File: src/rtl/cpu_types_pkg.sv
// Shared CPU types: the data word and the memory-access controller state encoding.
package cpu_types_pkg;

  typedef logic [31:0] word_t;

  typedef enum logic [1:0] {
    IDLE   = 2'd0,
    ACCESS = 2'd1,
    WAIT_I = 2'd2,
    HALTED = 2'd3
  } memctrl_state_t;

  // Data cache accesses are word granular; drop the byte offset.
  function automatic word_t word_align(input word_t addr);
    return {addr[31:2], 2'b00};
  endfunction

endpackage

File: src/rtl/mem_access_ctrl.sv
// MEM-stage data cache access controller: issues one load or store per request,
// stalls the upstream pipeline until both the data access and instruction fetch retire.
module mem_access_ctrl
  import cpu_types_pkg::*;
(
  input  logic        CLK,
  input  logic        nRST,
  input  logic        dREN_i,
  input  logic        dWEN_i,
  input  word_t       addr_i,
  input  word_t       store_i,
  input  logic        halt_i,
  input  logic        ihit,
  input  logic        dhit,
  input  word_t       dmemload,
  output logic        dmemREN,
  output logic        dmemWEN,
  output word_t       dmemaddr,
  output word_t       dmemstore,
  output word_t       load_o,
  output logic        stall_o,
  output logic        done_o,
  output logic        halt_o
);

  memctrl_state_t state_q, state_d;
  word_t          load_q, load_d;
  logic           halt_q, halt_d;

  // State, captured load data and sticky halt flag.
  always_ff @(posedge CLK or negedge nRST) begin
    if (!nRST) begin
      state_q <= IDLE;
      load_q  <= 32'h0000_0000;
      halt_q  <= 1'b0;
    end else begin
      state_q <= state_d;
      load_q  <= load_d;
      halt_q  <= halt_d;
    end
  end

  // Next-state and cache strobes; the store wins when both requests are raised.
  always_comb begin
    state_d   = state_q;
    load_d    = load_q;
    dmemREN   = 1'b0;
    dmemWEN   = 1'b0;
    dmemaddr  = 32'h0000_0000;
    dmemstore = 32'h0000_0000;
    stall_o   = 1'b0;
    done_o    = 1'b0;
    case (state_q)
      IDLE: begin
        if (halt_i) begin
          state_d = HALTED;
        end else if (dREN_i || dWEN_i) begin
          state_d = ACCESS;
          stall_o = 1'b1;
        end else begin
          state_d = IDLE;
        end
      end
      ACCESS: begin
        stall_o   = 1'b1;
        dmemaddr  = word_align(addr_i);
        dmemstore = store_i;
        dmemWEN   = dWEN_i;
        dmemREN   = dREN_i & ~dWEN_i;
        if (dhit) begin
          if (dREN_i && !dWEN_i) begin
            load_d = dmemload;
          end else begin
            load_d = load_q;
          end
          if (ihit) begin
            state_d = IDLE;
            done_o  = 1'b1;
          end else begin
            state_d = WAIT_I;
          end
        end else begin
          state_d = ACCESS;
        end
      end
      WAIT_I: begin
        if (ihit) begin
          state_d = IDLE;
          done_o  = 1'b1;
          stall_o = 1'b0;
        end else begin
          state_d = WAIT_I;
          stall_o = 1'b1;
        end
      end
      HALTED: begin
        state_d = HALTED;
        stall_o = 1'b1;
      end
      default: begin
        state_d = IDLE;
      end
    endcase
    halt_d = (state_d == HALTED);
  end

  assign load_o = load_q;
  assign halt_o = halt_q;

endmodule

File: config.mk
export PLATFORM = sky130hd
export DESIGN_NAME = mem_access_ctrl
export DESIGN_NICKNAME = d
export VERILOG_FILES = /design/src/rtl/cpu_types_pkg.sv /design/src/rtl/mem_access_ctrl.sv
export SDC_FILE = /design/constraint.sdc
export NUM_CORES = 1
export LEC_CHECK = 0
export CAP_MARGIN = 10
export CORE_MARGIN = 2
export CORE_UTILIZATION = 30
export CTS_BUF_LIST = sky130_fd_sc_hd__clkbuf_4
export CTS_CLUSTER_SIZE = 12
export DETAILED_ROUTE_END_ITERATION = 10
export PLACE_DENSITY = 0.82
export SLEW_MARGIN = 20
export SYNTH_ARGS = -nofsm -noshare
export SYNTH_HDL_FRONTEND = slang
export SYNTH_SLANG_ARGS = --single-unit
File: constraint.sdc
create_clock -name CLK -period 1.8 [get_ports CLK]
set_input_delay 0.18 -clock CLK [delete_from_list [all_inputs] [get_ports CLK]]
set_output_delay 0.18 -clock CLK [all_outputs]
set_load 0.03 [all_outputs]
==> impl_results.html <==
<table>
<tr><th>Metric</th><th>Value</th></tr>
<tr><th colspan="2">Run status</th></tr>
<tr><td>Outcome</td><td>finished clean</td></tr>
<tr><th colspan="2">Logic synthesis</th></tr>
<tr><td>Gate count after technology mapping</td><td>~170</td></tr>
<tr><td>Cell taking the most area after synthesis</td><td>sky130_fd_sc_hd__dfrtp_1</td></tr>
<tr><td>Post-synthesis share of cell area spent on xor and xnor gates</td><td>0%</td></tr>
<tr><td>Unique cell type count in the Yosys netlist</td><td>21</td></tr>
<tr><td>Top cells by area in the synthesized netlist</td><td>sky130_fd_sc_hd__dfrtp_1, sky130_fd_sc_hd__mux2_4, sky130_fd_sc_hd__and2_1, sky130_fd_sc_hd__ha_1, sky130_fd_sc_hd__buf_12</td></tr>
<tr><td>Post-synthesis instance area</td><td>2020 um2</td></tr>
<tr><td>Post-synthesis adder-cell area fraction</td><td>3.09%</td></tr>
<tr><td>Fraction of synthesized area in multiplexers</td><td>a little under a quarter</td></tr>
<tr><td>Number of warnings issued by yosys</td><td>0</td></tr>
<tr><td>Post-Synth Simple-Gate Area</td><td>22.9%</td></tr>
<tr><td>Compound-gate portion of the synthesized area</td><td>1.73%</td></tr>
<tr><td>Area share of the largest cell type after synthesis</td><td>43.3%</td></tr>
<tr><td>Share of the yosys chip area belonging to registers</td><td>43.3%</td></tr>
<tr><td>Register bit total from synthesis</td><td>35</td></tr>
<tr><td>Syn_area_per_cell</td><td>12.0 um2</td></tr>
<tr><td>Dominant combinational cell family by area after synthesis</td><td>multiplexers</td></tr>
<tr><th colspan="2">Power and ir drop</th></tr>
<tr><td>Max rail drop VDD</td><td>236 uV</td></tr>
<tr><td>Post-layout power</td><td>1.60 mW</td></tr>
<tr><td>Ratio of total power to cell area</td><td>392 nW/um2</td></tr>
<tr><td>Cell leakage power</td><td>between 2 and 2.5 nW</td></tr>
<tr><th colspan="2">Worst setup path</th></tr>
<tr><td>Setup crit end kind</td><td>output port</td></tr>
<tr><td>Category of the worst setup path launch point</td><td>register</td></tr>
<tr><td>CP Data Arrival Time</td><td>1.59 ns</td></tr>
<tr><td>Critical Setup Path Class</td><td>reg -&gt; out</td></tr>
<tr><td>CP max FO</td><td>32</td></tr>
<tr><td>Worst Path Required</td><td>about 1.6 ns</td></tr>
<tr><th colspan="2">Timing</th></tr>
<tr><td>Unrepaired setup endpoints after global routing</td><td>true</td></tr>
<tr><td>Max Clock Skew</td><td>0.0104 ns</td></tr>
<tr><td>Peak clock frequency supported by timing</td><td>approximately 0.57 GHz</td></tr>
<tr><td>Final total negative setup slack</td><td>0 ns</td></tr>
<tr><td>Final hold violations</td><td>0</td></tr>
<tr><td>Max-slew violations</td><td>0</td></tr>
<tr><td>Worst hold margin</td><td>around 0.25 ns</td></tr>
<tr><td>Final setup violating endpoints</td><td>0</td></tr>
<tr><td>Shortest period the worst path allows</td><td>~1.8 ns</td></tr>
<tr><td>Portion of the clock cycle consumed by the worst path in the final layout</td><td>98.3%</td></tr>
<tr><th colspan="2">Place</th></tr>
<tr><td>Dpl hpwl</td><td>5640 um</td></tr>
<tr><td>Cell Count Post-Placement</td><td>437</td></tr>
<tr><td>Buffers on Ports</td><td>199</td></tr>
<tr><td>Final Wtd Congestion</td><td>between 0.8 and 0.9</td></tr>
<tr><th colspan="2">Floorplan</th></tr>
<tr><td>Number of top-level pins</td><td>just over 200</td></tr>
<tr><td>Effective utilization at floorplan</td><td>between 30% and 40%</td></tr>
<tr><td>Die area</td><td>7420 um2</td></tr>
<tr><td>Floorplan die height</td><td>86.1 um</td></tr>
<tr><td>Total number of placement rows</td><td>29</td></tr>
<tr><td>Overall die width</td><td>approximately 86 um</td></tr>
<tr><td>Area of the core</td><td>6420 um2</td></tr>
<tr><th colspan="2">Clock network</th></tr>
<tr><td>Buffer cell driving the clock tree root</td><td>sky130_fd_sc_hd__clkbuf_4</td></tr>
<tr><td>Inserted Clock Buffers</td><td>5</td></tr>
<tr><td>Number of buffers between clock root and the deepest sink</td><td>2</td></tr>
<tr><td>Number of hold-repair buffers added at the cts stage</td><td>0</td></tr>
<tr><td>CTS tree</td><td>yes</td></tr>
<tr><td>CTS clk-pin slew, worst paths</td><td>0.12 ns</td></tr>
<tr><td>Worst skew pair latency</td><td>about 0.34 ns</td></tr>
<tr><td>Number of H-tree branching levels</td><td>2</td></tr>
<tr><td>Clock sink total</td><td>35</td></tr>
<tr><th colspan="2">GRT</th></tr>
<tr><td>First-pass GRT wire length</td><td>10600 um</td></tr>
<tr><td>Pin count of the biggest net entering global routing</td><td>65</td></tr>
<tr><td>Overflow left after global routing</td><td>0</td></tr>
<tr><td>All-layer global routing usage</td><td>a little under a fifth</td></tr>
<tr><td>Number of antenna violations at the first check in global routing</td><td>0</td></tr>
<tr><td>Vias in the first global route</td><td>2159</td></tr>
<tr><th colspan="2">Drt</th></tr>
<tr><td>Routed wire per std cell</td><td>~16 um</td></tr>
<tr><td>Antenna violation net count after detailed routing</td><td>0</td></tr>
<tr><td>Detailed-router iteration count before antenna repair</td><td>4</td></tr>
<tr><td>Vias per inst</td><td>4.45</td></tr>
<tr><td>1st-iter DRT viols</td><td>40</td></tr>
<tr><td>Number of vias in the routed layout</td><td>1994</td></tr>
<tr><td>Total length of routed wires</td><td>approximately 7000 um</td></tr>
<tr><td>Drt drc</td><td>0</td></tr>
<tr><th colspan="2">Layout</th></tr>
<tr><td>Ant. Diodes</td><td>0</td></tr>
<tr><td>Area delta synth-&gt;final</td><td>101%</td></tr>
<tr><td>Final core utilization</td><td>63.4%</td></tr>
<tr><td>Post-Layout Cell Count</td><td>448</td></tr>
<tr><td>Share of cells above drive strength 1</td><td>32.6%</td></tr>
<tr><td>Number of nets at the end of the flow</td><td>478</td></tr>
<tr><th colspan="2">Flow run</th></tr>
<tr><td>Max Cap Viol</td><td>0</td></tr>
<tr><th colspan="2">Worst hold path</th></tr>
<tr><td>Min-Delay Path Class</td><td>in -&gt; async</td></tr>
</table>
## area by class of cell
cell class | count | area [um2]
clock inverters | 3 | 43.8
inverters | 2 | 7.51
flip-flops and latches | 35 | 876
well taps | 77 | 96.3
fillers | 496 | 2350
multi-input cells | 120 | 1060
repair buffers | 206 | 1950
clock buffers | 5 | 37.5
## critical path: stages, from the launching register on
cell                        delay (ns)
sky130_fd_sc_hd__dfrtp_1          0.42
sky130_fd_sc_hd__inv_2            0.08
sky130_fd_sc_hd__ha_2             0.24
sky130_fd_sc_hd__clkbuf_16        0.21
sky130_fd_sc_hd__and2_1           0.15
sky130_fd_sc_hd__buf_4            0.16
## per-layer routing
| layer | up-vias | track usage [%] | wire [um] |
|---|---|---|---|
| li1 | 941 | - | - |
| met1 | 933 | 20.4 | 2560 |
| met2 | 109 | 33.3 | 3810 |
| met3 | 11 | 4.52 | 528 |
| met4 | 0 | 7.22 | 166 |
| met5 | - | 0 | 0 |
## sequential cells by signal, indices dropped and copies added (netlist names)
signal / cells
halt_o: 1
load_o: 32
state_q: 2
## cell usage after synthesis
library cell               instances
sky130_fd_sc_hd__and2_1           63
sky130_fd_sc_hd__mux2_4           30
sky130_fd_sc_hd__a21oi_1           2
sky130_fd_sc_hd__buf_12            3
sky130_fd_sc_hd__clkbuf_1          7
sky130_fd_sc_hd__and3b_2           1
sky130_fd_sc_hd__nor2_1            4
sky130_fd_sc_hd__o21ai_0           2
sky130_fd_sc_hd__buf_4             2
sky130_fd_sc_hd__nand2b_1          2
sky130_fd_sc_hd__nor3_1            1
sky130_fd_sc_hd__nand2_1           1
sky130_fd_sc_hd__nor2b_1           2
sky130_fd_sc_hd__dfrtp_1          35
sky130_fd_sc_hd__o21a_1            1
sky130_fd_sc_hd__conb_1            1
sky130_fd_sc_hd__a22oi_1           1
sky130_fd_sc_hd__nand2_4           1
sky130_fd_sc_hd__ha_1              5
sky130_fd_sc_hd__mux2_2            2
sky130_fd_sc_hd__inv_1             2
## cell usage in the layout (no fill, tap or decap), types with 3 or more instances in the layout
cell                              instances
sky130_fd_sc_hd__mux2_4                  30
sky130_fd_sc_hd__ha_1                     3
sky130_fd_sc_hd__buf_4                   67
sky130_fd_sc_hd__clkdlybuf4s50_1        133
sky130_fd_sc_hd__buf_12                   4
sky130_fd_sc_hd__nor2_1                   4
sky130_fd_sc_hd__and2_1                  62
sky130_fd_sc_hd__dfrtp_1                 35
sky130_fd_sc_hd__clkbuf_4                 5
## logic make-up (layout without fill, tap and decap cells)
| kind of cell | after synthesis | count (layout) |
|---|---|---|
| muxes | 32 | 32 |
| and+or+nand+nor | 75 | 75 |
| other | 1 | 2 |
| DFF | 35 | 35 |
| buffers and inverters | 14 | 216 |
| AOI/OAI and AO/OA | 6 | 6 |
| adders and majority gates | 5 | 5 |
## power by group
group          leakage, nW  internal (mW)  switching (mW)
Sequential           0.474          0.786               0
Combinational         1.51          0.191          0.0505
Clock               0.0452          0.292           0.277
## per-stage QoR
stage	setup WS (ns)	instance area [um2]
after floorplan	0.114	2030
after global placement	0.129	3930
after detailed placement	0.112	3930
after CTS	-0.00119	4030
after global routing	-0.0661	4070
final	0.0314	4070
## path summary, 6_finish.rpt
path                       cells past startpoint  slack (ns)            to         start
setup / recovery                               5        0.03  dmemstore[5]    state_q[1]
hold / removal                                 2        0.25     load_o[9]          nRST
setup reg to reg                               6        0.07     load_o[8]    state_q[0]
hold reg to reg                                1        0.52     load_o[8]     load_o[8]
max in group asynchronous                      2        1.23    state_q[1]          nRST
min in group CLK                               2        0.45    load_o[16]  dmemload[16]
## what timing repair did
item / 4_1_cts / 5_1_grt
endpoints found under the setup margin: 7 / 64
pin swaps: 0 / 2
gates cloned: 0 / 1
buffers inserted: 0 / 2
gates resized for setup: 5 / 4
(Power assumes the default switching activity.)
